==> config.mk <==
export PLATFORM = sky130hd
export DESIGN_NAME = npc_fetch_ctrl_flat
export DESIGN_NICKNAME = d
export VERILOG_FILES = /design/src/rtl/npc_fetch_ctrl_if.sv /design/src/rtl/npc_fetch_ctrl.sv /design/src/flat_wrapper.sv
export SDC_FILE = /design/constraint.sdc
export NUM_CORES = 1
export LEC_CHECK = 0
export ABC_AREA = 1
export BUFFER_PORTS_ARGS = -buffer_cell sky130_fd_sc_hd__buf_2
export CORE_MARGIN = 2
export CORE_UTILIZATION = 61
export CTS_CLUSTER_DIAMETER = 150
export DETAILED_ROUTE_END_ITERATION = 10
export GPL_TIMING_DRIVEN = 0
export PLACE_DENSITY = 0.88
export SETUP_SLACK_MARGIN = 0.4
export SYNTH_ARGS = -nofsm -noshare
export SYNTH_HDL_FRONTEND = slang
export SYNTH_SLANG_ARGS = --single-unit
==> constraint.sdc <==
create_clock -name clk -period 7.39 [get_ports clk]
set_clock_uncertainty 0.15 [all_clocks]
set_input_delay 1.1085 -clock clk [delete_from_list [all_inputs] [get_ports clk]]
set_output_delay 1.1085 -clock clk [all_outputs]
set_load 0.02 [all_outputs]
==> src/rtl/npc_fetch_ctrl_if.sv <==
//==============================================================================
// npc_fetch_ctrl_if : D-stage control/operand bus and fetch-side outputs
// Rev 1.0
//==============================================================================
`default_nettype none

interface npc_fetch_ctrl_if;
  logic        StallD;
  logic        ImemReady;
  logic [2:0]  NPCSelect;
  logic [2:0]  CmpMode;
  logic        LinkReqD;
  logic [31:0] RsDataD;
  logic [31:0] RtDataD;
  logic [15:0] Imm16D;
  logic [25:0] Index26D;
  logic        FetchReq;
  logic [31:0] PCF;
  logic [31:0] PCD;
  logic        ValidD;
  logic        Taken;
  logic        LinkEn;
  logic [31:0] LinkAddr;

  modport master (
    output StallD, ImemReady, NPCSelect, CmpMode, LinkReqD,
           RsDataD, RtDataD, Imm16D, Index26D,
    input  FetchReq, PCF, PCD, ValidD, Taken, LinkEn, LinkAddr
  );

  modport slave (
    input  StallD, ImemReady, NPCSelect, CmpMode, LinkReqD,
           RsDataD, RtDataD, Imm16D, Index26D,
    output FetchReq, PCF, PCD, ValidD, Taken, LinkEn, LinkAddr
  );
endinterface

`default_nettype wire

==> src/rtl/npc_fetch_ctrl.sv <==
//==============================================================================
// npc_fetch_ctrl : fetch PC, F/D pipeline bits, branch resolve, next-PC select
// Rev 1.0
//==============================================================================
`default_nettype none

module npc_fetch_ctrl #(
  parameter logic [31:0] RESET_PC = 32'h0000_3000
) (
  input  logic              clk,
  input  logic              reset_n,
  npc_fetch_ctrl_if.slave   bus
);

  typedef enum logic [0:0] {
    ST_RUN  = 1'b0,
    ST_PEND = 1'b1
  } state_t;

  state_t      state_q, state_d;
  logic [31:0] pcf_q, pcf_d;
  logic [31:0] pcd_q, pcd_d;
  logic        valid_q, valid_d;
  logic [31:0] pend_q, pend_d;

  logic [31:0] pcd_plus4;
  logic [31:0] br_target;
  logic [31:0] j_target;
  logic [31:0] target;
  logic        cond;
  logic        is_br, is_j, is_jr, is_bgeal;
  logic        taken;
  logic        d_adv;
  logic        f_adv;

  assign pcd_plus4 = pcd_q + 32'd4;
  assign br_target = pcd_plus4 + {{14{bus.Imm16D[15]}}, bus.Imm16D, 2'b00};
  assign j_target  = {pcd_plus4[31:28], bus.Index26D, 2'b00};

  always_comb begin
    cond = 1'b0;
    case (bus.CmpMode)
      3'b001:  cond = (bus.RsDataD == bus.RtDataD);
      3'b010:  cond = (bus.RsDataD != bus.RtDataD);
      3'b011:  cond = ($signed(bus.RsDataD) >  32'sd0);
      3'b100:  cond = ($signed(bus.RsDataD) >= 32'sd0);
      3'b101:  cond = ($signed(bus.RsDataD) <  32'sd0);
      3'b110:  cond = ($signed(bus.RsDataD) <= 32'sd0);
      3'b111:  cond = ($signed(bus.RsDataD) >= $signed(bus.RtDataD));
      default: cond = 1'b0;
    endcase
  end

  // Encodings 101-111 fall through as sequential.
  always_comb begin
    is_br    = 1'b0;
    is_j     = 1'b0;
    is_jr    = 1'b0;
    is_bgeal = 1'b0;
    target   = br_target;
    case (bus.NPCSelect)
      3'b001:  is_br = 1'b1;
      3'b010:  begin is_j  = 1'b1; target = j_target;     end
      3'b011:  begin is_jr = 1'b1; target = bus.RsDataD;  end
      3'b100:  is_bgeal = 1'b1;
      default: ;
    endcase
  end

  assign taken = valid_q & (((is_br | is_bgeal) & cond) | is_j | is_jr);
  assign d_adv = ~bus.StallD;
  assign f_adv = ~bus.StallD & bus.ImemReady;

  always_comb begin
    state_d = state_q;
    pcf_d   = pcf_q;
    pcd_d   = pcd_q;
    valid_d = valid_q;
    pend_d  = pend_q;
    case (state_q)
      ST_RUN: begin
        if (f_adv) begin
          pcd_d   = pcf_q;
          valid_d = 1'b1;
          pcf_d   = taken ? target : (pcf_q + 32'd4);
        end else if (d_adv) begin
          // D consumed but IMem still busy: park the redirect until the delay slot lands.
          valid_d = 1'b0;
          if (taken) begin
            pend_d  = target;
            state_d = ST_PEND;
          end
        end
      end
      ST_PEND: begin
        if (f_adv) begin
          pcd_d   = pcf_q;
          valid_d = 1'b1;
          pcf_d   = pend_q;
          state_d = ST_RUN;
        end
      end
      default: state_d = ST_RUN;
    endcase
  end

  always_ff @(posedge clk or negedge reset_n) begin
    if (!reset_n) begin
      state_q <= ST_RUN;
      pcf_q   <= RESET_PC;
      pcd_q   <= 32'd0;
      valid_q <= 1'b0;
      pend_q  <= 32'd0;
    end else begin
      state_q <= state_d;
      pcf_q   <= pcf_d;
      pcd_q   <= pcd_d;
      valid_q <= valid_d;
      pend_q  <= pend_d;
    end
  end

  assign bus.FetchReq = reset_n;
  assign bus.PCF      = pcf_q;
  assign bus.PCD      = pcd_q;
  assign bus.ValidD   = valid_q;
  assign bus.Taken    = taken;
  assign bus.LinkEn   = valid_q & ~bus.StallD & bus.LinkReqD & (~is_bgeal | cond);
  assign bus.LinkAddr = pcd_q + 32'd8;

endmodule

`default_nettype wire
==> src/flat_wrapper.sv <==
// flat-port wrapper written by rule: the top's interface ports become plain ports
module npc_fetch_ctrl_flat 
#(
  parameter logic [31:0] RESET_PC = 32'h0000_3000
)
  (clk, reset_n, bus_StallD, bus_ImemReady, bus_NPCSelect, bus_CmpMode, bus_LinkReqD, bus_RsDataD, bus_RtDataD, bus_Imm16D, bus_Index26D, bus_FetchReq, bus_PCF, bus_PCD, bus_ValidD, bus_Taken, bus_LinkEn, bus_LinkAddr);
  npc_fetch_ctrl_if bus_i ();
  input  logic clk;
  input  logic reset_n;
  input wire logic [$bits(bus_i.StallD)-1:0] bus_StallD;
  input wire logic [$bits(bus_i.ImemReady)-1:0] bus_ImemReady;
  input wire logic [$bits(bus_i.NPCSelect)-1:0] bus_NPCSelect;
  input wire logic [$bits(bus_i.CmpMode)-1:0] bus_CmpMode;
  input wire logic [$bits(bus_i.LinkReqD)-1:0] bus_LinkReqD;
  input wire logic [$bits(bus_i.RsDataD)-1:0] bus_RsDataD;
  input wire logic [$bits(bus_i.RtDataD)-1:0] bus_RtDataD;
  input wire logic [$bits(bus_i.Imm16D)-1:0] bus_Imm16D;
  input wire logic [$bits(bus_i.Index26D)-1:0] bus_Index26D;
  output wire logic [$bits(bus_i.FetchReq)-1:0] bus_FetchReq;
  output wire logic [$bits(bus_i.PCF)-1:0] bus_PCF;
  output wire logic [$bits(bus_i.PCD)-1:0] bus_PCD;
  output wire logic [$bits(bus_i.ValidD)-1:0] bus_ValidD;
  output wire logic [$bits(bus_i.Taken)-1:0] bus_Taken;
  output wire logic [$bits(bus_i.LinkEn)-1:0] bus_LinkEn;
  output wire logic [$bits(bus_i.LinkAddr)-1:0] bus_LinkAddr;
  assign bus_i.StallD = bus_StallD;
  assign bus_i.ImemReady = bus_ImemReady;
  assign bus_i.NPCSelect = bus_NPCSelect;
  assign bus_i.CmpMode = bus_CmpMode;
  assign bus_i.LinkReqD = bus_LinkReqD;
  assign bus_i.RsDataD = bus_RsDataD;
  assign bus_i.RtDataD = bus_RtDataD;
  assign bus_i.Imm16D = bus_Imm16D;
  assign bus_i.Index26D = bus_Index26D;
  assign bus_FetchReq = bus_i.FetchReq;
  assign bus_PCF = bus_i.PCF;
  assign bus_PCD = bus_i.PCD;
  assign bus_ValidD = bus_i.ValidD;
  assign bus_Taken = bus_i.Taken;
  assign bus_LinkEn = bus_i.LinkEn;
  assign bus_LinkAddr = bus_i.LinkAddr;
  npc_fetch_ctrl #(.RESET_PC(RESET_PC)) u_core (.clk(clk), .reset_n(reset_n), .bus(bus_i));
endmodule
### Word level (Yosys, flattened, before mapping)

Cells that the tools add are included.

* $add $sub $neg: 4
* magnitude comparators: 5
* eq/ne operators: 16
* mux-type cells: 20
* bitwise gates (word level): 14
* reduce and logical (&&, ||, !) cells: 3

Operators with widths (count)
* $mux W32: 4
* $pmux W32 S2: 2
* $add A32 B3 Y32 const B: 2
* $add A32 B32 Y32: 1
* $add A32 B4 Y32 const B: 1
* $eq A32 B32 Y1: 1
* $ge A32 B1 Y1 const B: 1
* $ge A32 B32 Y1: 1
* $gt A32 B1 Y1 const B: 1
* $le A32 B1 Y1 const B: 1
* $lt A32 B1 Y1 const B: 1
* $ne A32 B32 Y1: 1
* $eq A3 B3 Y1 const B: 5
* $eq A3 B2 Y1 const B: 4
* $mux W1: 11
* $pmux W1 S7: 1
* $and A1 B1 Y1: 6
* $eq A3 B1 Y1 const B: 2
* $not A1 Y1: 4
* $or A1 B1 Y1: 4
* $pmux W1 S2: 2
* $reduce_and A2 Y1: 2
* $reduce_and A4 Y1: 1
* $ne A3 B2 Y1 const B: 1
* other kinds (2): 2

* flip-flop bits (word level): 98
* input port bits: 117
* output and inout bits: 100
* logic and storage cells: 67

### Longest topological paths before layout

* word-level depth: 11
* mapped depth: 27
* mapped depth without buffers: 27

### Worst setup path before layout

OpenSTA, ideal clock, no wires.

* kind: in2out
* start: input bus_RtDataD[31]
* end: output bus_Taken
* arrival: 2.593 ns
* data required time: 6.131 ns
* slack: 3.538 ns
* stages: 16
* buffers on the path: 0
* cell sequence: inv_1 > ha_1 > nand2_1 > nor2_2 > nand2_1 > nor4_4 > nand2_1 > nand2_1 > nand2_1 > nand3_1 > nand2_1 > nand2_1 > nand2_1 > nand2_2 > nand2_4 > inv_4

* longest elaborated chain between the ends: 6
* elaborated cells between the ends (all ways): 8
* those cells by class: 1 x order compare; 2 x eq/ne; 1 x mux; 4 x bitwise

Ends and longest elaborated chain
* from (decl): line flat_wrapper.sv:16 `input wire logic [$bits(bus_i.RtDataD)-1:0] bus_RtDataD;`
* $ge A32 B32 Y1, or another cell as far along: line npc_fetch_ctrl.sv:49 `3'b111: cond = ($signed(bus.RsDataD) >= $signed(bus.RtDataD));`
* $pmux W1 S7 *: line npc_fetch_ctrl.sv:42 `case (bus.CmpMode)`
* $and A1 B1 Y1 *: line npc_fetch_ctrl.sv:70 `assign taken = valid_q & (((is_br | is_bgeal) & cond) | is_j | is_jr);`
* $or A1 B1 Y1 * (2 in series): line npc_fetch_ctrl.sv:70
* $and A1 B1 Y1 *: line npc_fetch_ctrl.sv:70
* to (decl): line flat_wrapper.sv:23 `output wire logic [$bits(bus_i.Taken)-1:0] bus_Taken;`

Mark *: on every way between the ends. The rest lies on a longest branch, timed or not.

### Final worst setup path

* start: input bus_RsDataD[31]
* end: output bus_Taken

* longest elaborated chain between the ends: 6
* elaborated cells between the ends (all ways): 12
* those cells by class: 5 x order compare; 2 x eq/ne; 1 x mux; 4 x bitwise

Ends and longest elaborated chain
* from (decl): line flat_wrapper.sv:15 `input wire logic [$bits(bus_i.RsDataD)-1:0] bus_RsDataD;`
* $ge A32 B32 Y1, or another cell as far along: line npc_fetch_ctrl.sv:49
* $pmux W1 S7 *: line npc_fetch_ctrl.sv:42
* $and A1 B1 Y1 *: line npc_fetch_ctrl.sv:70
* $or A1 B1 Y1 * (2 in series): line npc_fetch_ctrl.sv:70
* $and A1 B1 Y1 *: line npc_fetch_ctrl.sv:70

Marked as above.

==> run metrics <==
total CTS buffers=9; initial DRC count=1448; syn_nets=1671; sequential area share after synthesis=24.9%; # port buffers=216; DP Area=11200 um^2; final core occ=72.8%; grt total ovfl=0; first-pass GRT wire length=54.8 mm; final instance area=11500 um^2; P&R area growth vs syn=17.0%; die width=131 um; FP Rows=46; Yosys top cell by area=dfrtp_1; Final ANT Viol Nets=0; Max Cap Violations=0; chip height=131 um; Fin. Hold Viols=0; final worst slack=2.92 ns; clk_lat worst skew=0.35 ns; # fillers=1317; power per cell area=292 nW/um^2; Cell Count, Final, Fillers Out=1938; post-synth cell types=56; critical path required time=6.13 ns; R2R setup slack=3.08 ns; Leak Pwr=6.27 nW; final net count=1899; R2R Path Start=u_core.bus.PCD[13]$_DFFE_PN0P_; hold crit path type=reg2reg; Synth area leaders=dfrtp_1 (24%), nand2_1 (15%), ha_1 (8.1%), nor2_1 (6.9%), inv_1 (6.8%); 1st-pass router iterations=6; fin crit share=60.5%; GPL Wtd Cong=1.02; end of the worst register-to-register path=u_core.bus.PCF[30]$_DFFE_PN0P_; largest net degree at the start of global routing=63; Synth Register Bits=98; Max Fclk=0.224 GHz; CP Max Fanout=6; CTS resizes=0; worst r2r path cells=20; Routed WL=36.2 mm; via count=11400; TritonCTS clock tree=yes; initial antenna violation count=0; Ports=217; final setup vio count=0; Final Max Slew Viols=0; startpoint type of the worst setup path=primary input; clk buf depth=2; Routed WL per cell=18.7 um; CTS hold repair buffers=0; Core Box Area=15800 um^2; clock-pin slew reported for the worst setup and hold paths after clock tree synthesis=0.07 ns; Clock Sinks=98; CP Capture Type=primary output; CP Class=in2out; vias in the first global route=10200; htree depth=3; crit path DAT=3.21 ns; top cell type's share of synthesized area=24.4%; dpl ws=2.95 ns; Post-Syn Area=9850 um^2; RSZ-0062 raised after global routing=false; Inst Count DP=1922; syn avg cell area=6.61 um^2; Initial Util=62.2%; CP startpoint=bus_RsDataD[31]; Residual DRC=0; GRT Total Usage=42.1%; clock root buffer=clkbuf_16; crit path capture=bus_Taken; status=complete, no violations; Die ar.=17200 um^2; Slew HR=49.8%; minimum clock period=4.47 ns; routed vias/inst=5.86; Cells after Synth=1489; Synthesis Warnings=0; Slew @ Worst Pin=0.750 ns; post-route setup TNS=0 ns; Hold Slack=0.338 ns; # diodes=0; Design Power=3.37 mW; post-CTS setup buffers=0; DP HPWL=29.6 mm; VDD IR max=214 uV; share of cells above drive strength 1=19.3%
[registers in the layout, indices dropped and copies added (netlist names)]
| register | count |
|---|---|
| u_core.bus.PCD | 32 |
| u_core.bus.PCF | 32 |
| u_core.pend_q | 32 |
| u_core.bus.ValidD | 1 |
| u_core.state_q | 1 |
[Yosys cell counts, drive strengths merged]
master,number
a211oi,1
xor2,65
dfstp,2
a21oi,58
a22o,2
nor2,191
nand3,112
fa,1
o21ai,107
a31oi,4
xnor2,8
mux2i,2
ha,64
o21bai,6
buf,28
dfrtp,96
a21o,6
a22oi,23
clkbuf,31
nand3b,15
a21boi,4
and3,1
o2111ai,1
and2,1
inv,183
nor4,8
a221oi,1
o21a,2
nand2b,1
nand2,391
or2,1
nor3,21
nand4,51
clkinv,1
[cell usage in the layout (no fill, tap or decap), types with 3 or more instances in the layout]
cell and count:
nand2_2 7, nor2_1 182, a21oi_1 58, inv_8 3, clkbuf_16 9, nand2_1 382, xnor2_1 8, buf_6 7
nor3_1 15, nor3_2 3, buf_4 6, nand3_2 5, inv_1 178, o21ai_0 75, dfrtp_1 96, nand4_1 51
o21bai_1 6, buf_2 226, buf_1 5, nor2_2 4, a22oi_1 23, o21ai_2 31, nor4_1 6, nand3b_1 14
a21boi_0 4, xor2_1 64, a31oi_1 4, nor3_4 3, ha_1 64, clkbuf_1 29, a21o_1 6, nor2_4 4
nand3_1 105, inv_2 4
[cells by family after synthesis]
group / synth area share [%]
compound gates: 13.4
xor+xnor: 6.57
fa+ha+maj: 8.33
buf+inv: 10.2
flops: 24.9
mux: 0.203
simple gates: 36.4
[worst min-delay path by stage]
| stage | start | depth (start not counted) | to | slack [ns] |
|---|---|---|---|---|
| floorplan | u_core.pend_q[31]$_DFFE_PN0P_ | 2 | u_core.pend_q[31]$_DFFE_PN0P_ | 0.29 |
| global placement | u_core.pend_q[11]$_DFFE_PN0P_ | 2 | u_core.pend_q[11]$_DFFE_PN0P_ | 0.31 |
| detailed placement | u_core.pend_q[31]$_DFFE_PN0P_ | 2 | u_core.pend_q[31]$_DFFE_PN0P_ | 0.32 |
| CTS | u_core.pend_q[6]$_DFFE_PN0P_ | 2 | u_core.pend_q[6]$_DFFE_PN0P_ | 0.34 |
| global route | u_core.pend_q[20]$_DFFE_PN0P_ | 2 | u_core.pend_q[20]$_DFFE_PN0P_ | 0.36 |
| finish | u_core.pend_q[14]$_DFFE_PN0P_ | 2 | u_core.pend_q[14]$_DFFE_PN0P_ | 0.34 |
[cell type report]
type                    count  area, um^2  area share, %
plain buffers              59         309           2.68
repair buffers            217        1110           9.64
multi-input cells        1148        6390           55.4
inverters                 184         693           6.01
clock inverters             6        58.8          0.510
well taps                 216         270           2.34
flip-flops and latches     98        2450           21.3
clock buffers              10         239           2.07
[routing by layer]
layer / vias to the layer above / global-route usage (%) / wire length (um)
li1: 5333 / - / -
met1: 5143 / 56.8 / 14400
met2: 758 / 66.0 / 15900
met3: 125 / 9.78 / 4180
met4: 0 / 16.2 / 1670
met5: - / 0 / 0
[critical path, stage by stage]
cell	delay [ns]
buf_2	0.12
ha_1	0.32
nand2_1	0.10
nor2_2	0.13
nand2_1	0.11
nor4_4	0.22
nand2_1	0.11
nand2_1	0.07
nand2_1	0.04
nand3_1	0.06
nand2_1	0.05
nand2_1	0.13
nand2_1	0.08
nand2_2	0.17
nand2_4	0.11
inv_4	0.10
buf_2	0.16
[report_power, final]
part | switching, mW | total [mW] | internal (mW)
clock network | 0.226 | 0.473 | 0.246
logic | 1.31 | 1.92 | 0.613
registers | 0.246 | 0.971 | 0.725
total | 1.78 | 3.37 | 1.58
No activity file was read; power rests on OpenSTA's default activity.
